===== src/rtl/video_pkg.sv =====
// video_pkg: shared types and constants for the video_timex raster generator.
//   - mode_e      : frame-latched display mode (standard screen 0/1, hi-colour)
//   - raster_t    : bundle of combinational raster timing flags
//   - fetch_t     : bitmap/attribute bytes captured from VRAM
//   - 48K / 128K default line and frame geometries
//   - decode_mode : maps the raw 2-bit mode input (11 folds onto screen 0)
//   - in_range    : inclusive counter range test used for sync/blank windows
package video_pkg;

  localparam int CNT_W        = 9;   // wide enough for both 448- and 456-clock lines
  localparam int H_TOTAL_48K  = 448;
  localparam int V_TOTAL_48K  = 312;
  localparam int H_TOTAL_128K = 456;
  localparam int V_TOTAL_128K = 311;

  typedef enum logic [1:0] {
    MODE_STD0  = 2'b00,
    MODE_STD1  = 2'b01,
    MODE_HICOL = 2'b10
  } mode_e;

  typedef struct packed {
    logic hblank;
    logic vblank;
    logic hsync;
    logic vsync;
    logic irq;
  } raster_t;

  typedef struct packed {
    logic [7:0] bmp;
    logic [7:0] atr;
  } fetch_t;

  function automatic mode_e decode_mode(input logic [1:0] m);
    case (m)
      2'b01:   return MODE_STD1;
      2'b10:   return MODE_HICOL;
      default: return MODE_STD0;
    endcase
  endfunction

  function automatic logic in_range(input logic [CNT_W-1:0] v,
                                    input logic [CNT_W-1:0] lo,
                                    input logic [CNT_W-1:0] hi);
    return (v >= lo) && (v <= hi);
  endfunction

endpackage


===== src/rtl/video_counter.sv =====
// video_counter: horizontal, vertical and frame counters for the raster.
//   clock, reset (async, active high), ce (pixel-clock enable)
//   h_count    : 0..H_TOTAL-1, pixel column within the line
//   v_count    : 0..V_TOTAL-1, line within the frame
//   flash      : frame counter bit FLASH_BIT (attribute flash phase)
//   h_wrap     : this ce cycle ends the line
//   frame_wrap : this ce cycle ends the frame (both counters wrap)
module video_counter
  import video_pkg::*;
#(
  parameter int H_TOTAL   = H_TOTAL_48K,
  parameter int V_TOTAL   = V_TOTAL_48K,
  parameter int FLASH_BIT = 4
) (
  input  logic             clock,
  input  logic             reset,
  input  logic             ce,
  output logic [CNT_W-1:0] h_count,
  output logic [CNT_W-1:0] v_count,
  output logic             flash,
  output logic             h_wrap,
  output logic             frame_wrap
);

  localparam logic [CNT_W-1:0] H_LAST = CNT_W'(H_TOTAL - 1);
  localparam logic [CNT_W-1:0] V_LAST = CNT_W'(V_TOTAL - 1);

  logic [CNT_W-1:0] h_q, h_d;
  logic [CNT_W-1:0] v_q, v_d;
  logic [4:0]       f_q, f_d;

  always_comb begin
    h_wrap     = (h_q == H_LAST);
    frame_wrap = h_wrap && (v_q == V_LAST);
    h_d        = h_wrap ? '0 : h_q + CNT_W'(1);
    v_d        = v_q;
    if (h_wrap) v_d = (v_q == V_LAST) ? '0 : v_q + CNT_W'(1);
    f_d        = frame_wrap ? f_q + 5'd1 : f_q;
  end

  always_ff @(posedge clock or posedge reset) begin
    if (reset) begin
      h_q <= '0;
      v_q <= '0;
      f_q <= '0;
    end else if (ce) begin
      h_q <= h_d;
      v_q <= v_d;
      f_q <= f_d;
    end
  end

  assign h_count = h_q;
  assign v_count = v_q;
  assign flash   = f_q[FLASH_BIT];

endmodule


===== src/rtl/video_timex.sv =====
// video_timex: parametrised raster generator with Timex screen modes.
//   clock, reset (async, active high), ce (pixel-clock enable)
//   mode   : 00 std screen 0, 01 std screen 1, 10 hi-colour, 11 as 00;
//            sampled only at the frame wrap
//   border : border colour, GRB
//   d      : VRAM data, valid the ce cycle after a changes
//   a      : VRAM address (bitmap on hCount[1]=0, attribute on hCount[1]=1)
//   blank/hblank/vblank/hsync/vsync/irq : combinational raster flags
//   r,g,b,i: pixel colour; pixel (x,y) appears at hCount = x+13 on line y
module video_timex
  import video_pkg::*;
#(
  parameter int H_TOTAL      = H_TOTAL_48K,
  parameter int V_TOTAL      = V_TOTAL_48K,
  parameter int HBLANK_START = 320,
  parameter int HBLANK_END   = 415,
  parameter int HSYNC_START  = 344,
  parameter int HSYNC_END    = 375,
  parameter int VBLANK_START = 248,
  parameter int VBLANK_END   = 255,
  parameter int VSYNC_START  = 248,
  parameter int VSYNC_END    = 251,
  parameter int INT_LINE     = 248,
  parameter int INT_HPOS     = 0,
  parameter int INT_LEN      = 32,
  parameter int FLASH_BIT    = 4
) (
  input  logic        clock,
  input  logic        reset,
  input  logic        ce,
  input  logic [1:0]  mode,
  input  logic [2:0]  border,
  input  logic [7:0]  d,
  output logic [13:0] a,
  output logic        blank,
  output logic        hblank,
  output logic        vblank,
  output logic        hsync,
  output logic        vsync,
  output logic        r,
  output logic        g,
  output logic        b,
  output logic        i,
  output logic        irq
);

  localparam logic [CNT_W-1:0] HB_S  = CNT_W'(HBLANK_START);
  localparam logic [CNT_W-1:0] HB_E  = CNT_W'(HBLANK_END);
  localparam logic [CNT_W-1:0] HS_S  = CNT_W'(HSYNC_START);
  localparam logic [CNT_W-1:0] HS_E  = CNT_W'(HSYNC_END);
  localparam logic [CNT_W-1:0] VB_S  = CNT_W'(VBLANK_START);
  localparam logic [CNT_W-1:0] VB_E  = CNT_W'(VBLANK_END);
  localparam logic [CNT_W-1:0] VS_S  = CNT_W'(VSYNC_START);
  localparam logic [CNT_W-1:0] VS_E  = CNT_W'(VSYNC_END);
  localparam logic [CNT_W-1:0] IRQ_V = CNT_W'(INT_LINE);
  localparam logic [CNT_W-1:0] IRQ_S = CNT_W'(INT_HPOS);
  // one bit wider so a window ending exactly at the counter range still works
  localparam logic [CNT_W:0]   IRQ_E = (CNT_W+1)'(INT_HPOS + INT_LEN);
  localparam logic [CNT_W-1:0] ACT_V = CNT_W'(191);

  logic [CNT_W-1:0] h, v;
  logic             flash, h_wrap, frame_wrap;

  video_counter #(
    .H_TOTAL  (H_TOTAL),
    .V_TOTAL  (V_TOTAL),
    .FLASH_BIT(FLASH_BIT)
  ) u_cnt (
    .clock     (clock),
    .reset     (reset),
    .ce        (ce),
    .h_count   (h),
    .v_count   (v),
    .flash     (flash),
    .h_wrap    (h_wrap),
    .frame_wrap(frame_wrap)
  );

  // ---------------- state ----------------
  mode_e      mode_lat_q, mode_lat_d;
  fetch_t     fetch_q, fetch_d;
  logic       vid_en_q, vid_en_d;
  logic [7:0] shift_q, shift_d;
  logic [7:0] attr_q, attr_d;

  // ---------------- raster timing ----------------
  raster_t rst_flags;
  logic    data_en;
  logic [7:0] y;
  logic [4:0] c;

  always_comb begin
    rst_flags.hblank = in_range(h, HB_S, HB_E);
    rst_flags.vblank = in_range(v, VB_S, VB_E);
    rst_flags.hsync  = in_range(h, HS_S, HS_E);
    rst_flags.vsync  = in_range(v, VS_S, VS_E);
    rst_flags.irq    = (v == IRQ_V) && (h >= IRQ_S) && ({1'b0, h} < IRQ_E);
  end

  assign hblank = rst_flags.hblank;
  assign vblank = rst_flags.vblank;
  assign hsync  = rst_flags.hsync;
  assign vsync  = rst_flags.vsync;
  assign irq    = rst_flags.irq;
  assign blank  = rst_flags.hblank | rst_flags.vblank;

  // active area is 256x192; h <= 255 is simply h[8] == 0
  assign data_en = !h[CNT_W-1] && (v <= ACT_V);
  assign y       = v[7:0];
  // two columns per 16-clock group: hCount[2] picks the even/odd cell
  assign c       = {h[7:4], h[2]};

  // ---------------- VRAM addressing ----------------
  logic        scr;
  logic [13:0] bmp_addr, atr_addr;

  always_comb begin
    scr      = (mode_lat_q == MODE_STD1);
    bmp_addr = {scr, y[7:6], y[2:0], y[5:3], c};
    // hi-colour reads a per-line attribute from the screen-1 bitmap layout
    if (mode_lat_q == MODE_HICOL) atr_addr = {1'b1, y[7:6], y[2:0], y[5:3], c};
    else                          atr_addr = {scr, 3'b110, y[7:6], y[5:3], c};
    a = h[1] ? atr_addr : bmp_addr;
  end

  // ---------------- fetch / serialise ----------------
  always_comb begin
    mode_lat_d = mode_lat_q;
    fetch_d    = fetch_q;
    vid_en_d   = vid_en_q;
    shift_d    = {shift_q[6:0], 1'b0};
    attr_d     = attr_q;

    if (h_wrap && frame_wrap) mode_lat_d = decode_mode(mode);

    // phases 9/13 capture bitmap, 11/15 attribute: one ce after the address
    if (data_en && h[3] && h[0]) begin
      if (h[1]) fetch_d.atr = d;
      else      fetch_d.bmp = d;
    end

    if (h[3]) vid_en_d = data_en;

    // cell boundary: the load at hCount[2:0]=4 becomes visible on the next
    // clock, giving the fixed x+13 pixel latency
    if (h[2:0] == 3'd4) begin
      if (vid_en_q) begin
        shift_d = fetch_q.bmp;
        attr_d  = fetch_q.atr;
      end else begin
        shift_d = 8'h00;
        attr_d  = {2'b00, border, fetch_q.atr[2:0]};
      end
    end
  end

  always_ff @(posedge clock or posedge reset) begin
    if (reset) begin
      mode_lat_q <= MODE_STD0;
      fetch_q    <= '0;
      vid_en_q   <= 1'b0;
      shift_q    <= 8'h00;
      attr_q     <= 8'h00;
    end else if (ce) begin
      mode_lat_q <= mode_lat_d;
      fetch_q    <= fetch_d;
      vid_en_q   <= vid_en_d;
      shift_q    <= shift_d;
      attr_q     <= attr_d;
    end
  end

  // ---------------- colour ----------------
  logic sel;

  always_comb begin
    sel = shift_q[7] ^ (flash & attr_q[7]);
    r   = sel ? attr_q[1] : attr_q[4];
    g   = sel ? attr_q[2] : attr_q[5];
    b   = sel ? attr_q[0] : attr_q[3];
    i   = attr_q[6];
  end

endmodule


===== config.mk =====
export PLATFORM = sky130hd
export DESIGN_NAME = video_timex
export DESIGN_NICKNAME = d
export VERILOG_FILES = /design/src/rtl/video_pkg.sv /design/src/rtl/video_counter.sv /design/src/rtl/video_timex.sv
export SDC_FILE = /design/constraint.sdc
export NUM_CORES = 1
export LEC_CHECK = 0
export CORE_AREA = 2 2 96 70
export CTS_CLUSTER_DIAMETER = 50
export DETAILED_ROUTE_END_ITERATION = 8
export DIE_AREA = 0 0 98 72
export GPL_ROUTABILITY_DRIVEN = 0
export HOLD_SLACK_MARGIN = 0.12
export PLACE_DENSITY = 0.72
export SLEW_MARGIN = 0
export SYNTH_ARGS = -nofsm -noshare
export SYNTH_HDL_FRONTEND = slang
export SYNTH_HIERARCHICAL = 1
export SYNTH_SLANG_ARGS = --single-unit

===== constraint.sdc =====
create_clock -name clock -period 3.6 [get_ports clock]
set_input_delay 0.36 -clock clock [delete_from_list [all_inputs] [get_ports clock]]
set_output_delay 0.36 -clock clock [all_outputs]
set_load 0.05 [all_outputs]

Yosys cells after proc, flatten, opt, wreduce, memory -nomap -nowiden
Cells that the tools add are included.

Add/subtract/negate cells: 3. Magnitude comparators: 10. Equal/unequal tests: 8. Mux-type cells: 11. Bitwise operators: 4. Reductions and logical operators: 19.

Operators by type and width (number): 14-bit 2-to-1 mux (2); 9-bit by 8-bit <= comparator with 1-bit output, second input constant (3); 8-bit 2-to-1 mux (3); 9-bit by 1-bit adder with 9-bit output, second input constant (2); 9-bit == test, second input constant (2); 9-bit greater-or-equal comparator, second input constant (2); 9-bit <= comparator, second input constant (2); 9-bit 2-to-1 mux (2); 1-bit logical AND (11); 2-bit AND reduction (5); 9-bit by 8-bit == test with 1-bit output, second input constant (1); 9-bit by 1-bit greater-or-equal comparator with 1-bit output, second input constant (1); 9-bit by 8-bit greater-or-equal comparator with 1-bit output, second input constant (1); 9-bit by 6-bit less-than comparator with 1-bit output, second input constant (1); 3-bit AND reduction (2); 5-bit by 1-bit adder with 5-bit output, second input constant (1); 2-bit by 1-bit == test with 1-bit output, second input constant (2); 2-bit == test, second input constant (2); 2-bit one-hot mux with 2 select lines (1); 3-bit == test, second input constant (1); 1-bit 2-to-1 mux (3); 1-bit AND (1); 1-bit zero test (1); 1-bit NOT (1); other kinds (2) (2).

Flip-flop bits (word level): 58. Input port bits: 16. Output and inout port bits: 24. Word-level logic and storage cells: 64.

Longest topological paths before layout
Word-level depth: 5. Depth in mapped cells: 8. Gate-level depth less buffers: 7.

Cells and area by module
Netlist, hierarchy kept.

Modules (own cells, without submodules): video_timex (instances 1, cells an instance 157, area an instance 1707.9 um2, seq. area each 875.8 um2); video_counter (instances 1, cells an instance 122, area an instance 1263.7 um2, seq. area each 575.6 um2).

Worst setup path before layout
No wires, ideal clock.

Path type: flip-flop to output port. From: register u_cnt.v_q[3] (netlist: u_cnt/v_count[3]). To: output irq. Data arrival time: 2225 ps. Required time: 3240 ps. Slack: 1015 ps. Cell stages (with the launch flop): 4. Path buffers: 0. Cells stage by stage: dfrtp_1 -> and4b_1 -> nand3_1 -> nor3_1.

Longest elaborated chain between the ends: 3.

Ends and longest elaborated chain: start, declared (RTL line video_counter.sv:29) `logic [CNT_W-1:0] v_q, v_d;`; start signal, assigned (RTL line video_counter.sv:48) `v_q <= v_d;`; 9-bit by 8-bit == test with 1-bit output (RTL line video_timex.sv:97) `rst_flags.irq = (v == IRQ_V) && (h >= IRQ_S) && ({1'b0, h} < IRQ_E);`; 1-bit logical AND (2 in series) (RTL line video_timex.sv:97); end, declared (RTL line video_timex.sv:44) `output logic irq`.

Every way passes these cells.

Worst setup path in the final report
From: register u_cnt.v_q[8] (netlist: u_cnt/v_count[8]). To: output irq.

The elaborated chain is that of the path after synthesis.

==> results.py <==
metrics = {
    "critical_path": {
        "critical_path_class": "register to primary output",
        "critPathArrivalTime_ps": 2300,
        "endpoint_kind": "primary output",
        "worstSetupStartpointType": "register",
        "cp_max_fo": 8,
        "cp.required_ps": 3240,
    },
    "detailed_routing": {
        "firstDrtPassIters": 4,
        "routed_wl_microns": 6160,
        "wl_met1_microns": 3230,
        "met2_length_microns": 2410,
        "wl_per_cell_microns": 15.2,
        "ant_nets": 0,
        "vias": 2182,
        "top_layer": "met4",
        "drtIter0Drc": 189,
        "routed-wl-met3_microns": 446,
        "via_per_inst": 5.39,
        "drcViolationCount": 0,
    },
    "synthesis": {
        "synth_area_per_cell_sq_um": 10.7,
        "synthFlopType": "dfrtp_1",
        "syn_inst": 279,
        "synth_seq_cells": 58,
        "synth_nets": 300,
        "ys_async_sr_fraction": 1.00,
        "netlist_area_sq_um": 2970,
        "synth_cell_types": 47,
        "synth_edf_count": 0,
        "ys_warn_count": 6,
        "seq_area_frac_synth": 0.488,
    },
    "finish": {
        "diodes": 0,
        "final_common_cell": "dfrtp_1",
        "multi_input_area_sq_um": 1410,
        "layout_common_cells": "58 x dfrtp_1, 39 x clkdlybuf4s50_1, 31 x nand2_1",
        "drive_gt1_frac": 0.171,
        "register_area_sq_um": 1450,
        "area_growth_pct": 22.2,
        "fillerInstances": 525,
        "final_area_sq_um": 3630,
        "fin_nets": 343,
    },
    "clock_network": {
        "cts_setup_buffers": 0,
        "clock_path_buffers": 2,
        "hold_buffers": 0,
        "htreeDepth": 3,
        "cts_tree": "built",
        "clkLatencyLatePin_ps": 350,
        "cts_resized": 0,
        "cts_sinks": 58,
        "numCtsBuffers": 9,
        "cts_root_buf": "clkbuf_8",
        "clk_pin_slew_ps": 70,
    },
    "min_path": {
        "min_path_type": "primary input to async pin",
    },
    "sta": {
        "setup_viol": 0,
        "tns_ps": 0,
        "period_share": 0.739,
        "drv_slew": 0,
        "layout_setup_ws_ps": 938,
        "max_freq_mhz": 376,
        "worst-slew-pin-transition_ps": 899,
        "grt_setup_unrepaired": "false",
        "finalClockSkew_ps": 8.26,
        "slew_headroom": 0.400,
        "hold_viol": 0,
        "min_period_ps": 2660,
    },
    "floorplanning": {
        "initial_core_util": 0.487,
        "placeableCoreArea_sq_um": 6100,
        "die_area_sq_um": 7060,
        "die_x_microns": 98,
        "ioPinCount": 40,
        "die_h_microns": 72,
        "rows": 24,
    },
    "global_routing": {
        "grt_pass1_wl_microns": 10400,
        "grt_max_degree": 36,
        "grt_usage": 0.192,
        "antenna_found_initial": 0,
        "grt_pass1_vias": 2038,
        "grt_overflow": 0,
    },
    "pwr": {
        "pwr-share-clk": 0.261,
        "pwr-share-comb": 0.300,
        "p_int_w": 0.00151,
        "p_leak_nw": 1.57,
        "peakVddDrop_uv": 649,
        "pwr-share-seq": 0.439,
        "power_switching_w": 0.000834,
        "p_per_area_nw_per_um2": 646,
        "swShare": 0.356,
    },
    "placed_design": {
        "port_buffers": 39,
        "pre_cts_ws_ps": 1090,
        "dp_hpwl_microns": 4410,
        "placed_area_sq_um": 3430,
    },
    "status": {
        "status": "complete, no violations",
    },
    "job": {
        "maxCapViolCount": 0,
    },
}
-- routing by layer --
| metal | track usage | vias up |
|---|---|---|
| met4 | 0.0710 | 0 |
| met3 | 0.0771 | 6 |
| met2 | 0.241 | 62 |
| li1 | - | 1079 |
| met5 | 0 | - |
| met1 | 0.292 | 1035 |
-- state kept, by name, summed over array words and instances, names as in the netlist --
name,cells
u_cnt/v_count,9
mode_lat_q,2
vid_en_q,1
attr_q,8
fetch_q,16
shift_q,8
u_cnt/f_q,5
u_cnt/h_count,9
-- final timing paths --
path                                   from               end  slack [ps]  cells after the start
setup / recovery           u_cnt/v_count[8]               irq         940                      4
hold / removal                        reset         attr_q[4]         430                      3
setup reg to reg           u_cnt/h_count[1]      u_cnt/f_q[1]        1420                      5
hold reg to reg                u_cnt/f_q[4]      u_cnt/f_q[4]         470                      1
max in group asynchronous             reset  u_cnt/h_count[0]        2510                      2
min in group clock             u_cnt/f_q[4]      u_cnt/f_q[4]         470                      1
-- cell type report --
| class | instances | area share |
|---|---|---|
| sequential | 58 | 0.400 |
| multi-input combinational | 197 | 0.389 |
| timing repair buffer | 42 | 0.114 |
| clock buffer | 11 | 0.0417 |
| tap | 78 | 0.0269 |
| clock inverter | 5 | 0.0145 |
| inverter | 14 | 0.0145 |
-- critical path, stage by stage (launching register included) --
cell,delay (ps)
dfrtp_1,490
and4b_1,280
nand3_1,140
nor3_1,220
clkdlybuf4s50_1,830
-- Yosys cell counts (all sizes together) (6+ instances only) --
master | number | area share
nor2 | 14 | 0.020
nor3 | 7 | 0.023
mux2 | 25 | 0.095
dfrtp | 58 | 0.49
nand2 | 31 | 0.039
nand2b | 13 | 0.027
xnor2 | 6 | 0.018
o21ai | 19 | 0.032
clkbuf | 6 | 0.0076
nand4 | 6 | 0.018
xor2 | 6 | 0.018
a31oi | 8 | 0.017
nand3 | 18 | 0.032
inv | 14 | 0.018
-- power groups by stage --
stage | clock network [W] | logic, W | registers (W)
floorplan | 0 | 0.000472 | 0.00104
global placement | 0 | 0.000695 | 0.00103
detailed placement | 0 | 0.000709 | 0.00104
CTS | 0.000625 | 0.000712 | 0.00103
global route | 0.000658 | 0.000768 | 0.00106
finish | 0.000612 | 0.000704 | 0.00103
-- through the flow --
stage / hold slack (ps) / utilization / instances / total power [W]
after global placement: 460 / 0.562 / 389 / 0.00173
after global routing: 472 / 0.596 / 405 / 0.00248
after CTS: 439 / 0.596 / 405 / 0.00236
after detailed placement: 457 / 0.562 / 389 / 0.00174
final: 433 / 0.596 / 405 / 0.00235
after floorplan: 362 / - / 279 / 0.00152
-- cells by family after synthesis --
logic type,after synthesis,share of synthesized area
compound gates,40,0.0855
xor+xnor,12,0.0354
mux,30,0.112
simple gates,110,0.222
fa+ha+maj,5,0.0211
buf+inv,24,0.0362
flops,58,0.488
Note: power is estimated with default switching activity, not from simulation.
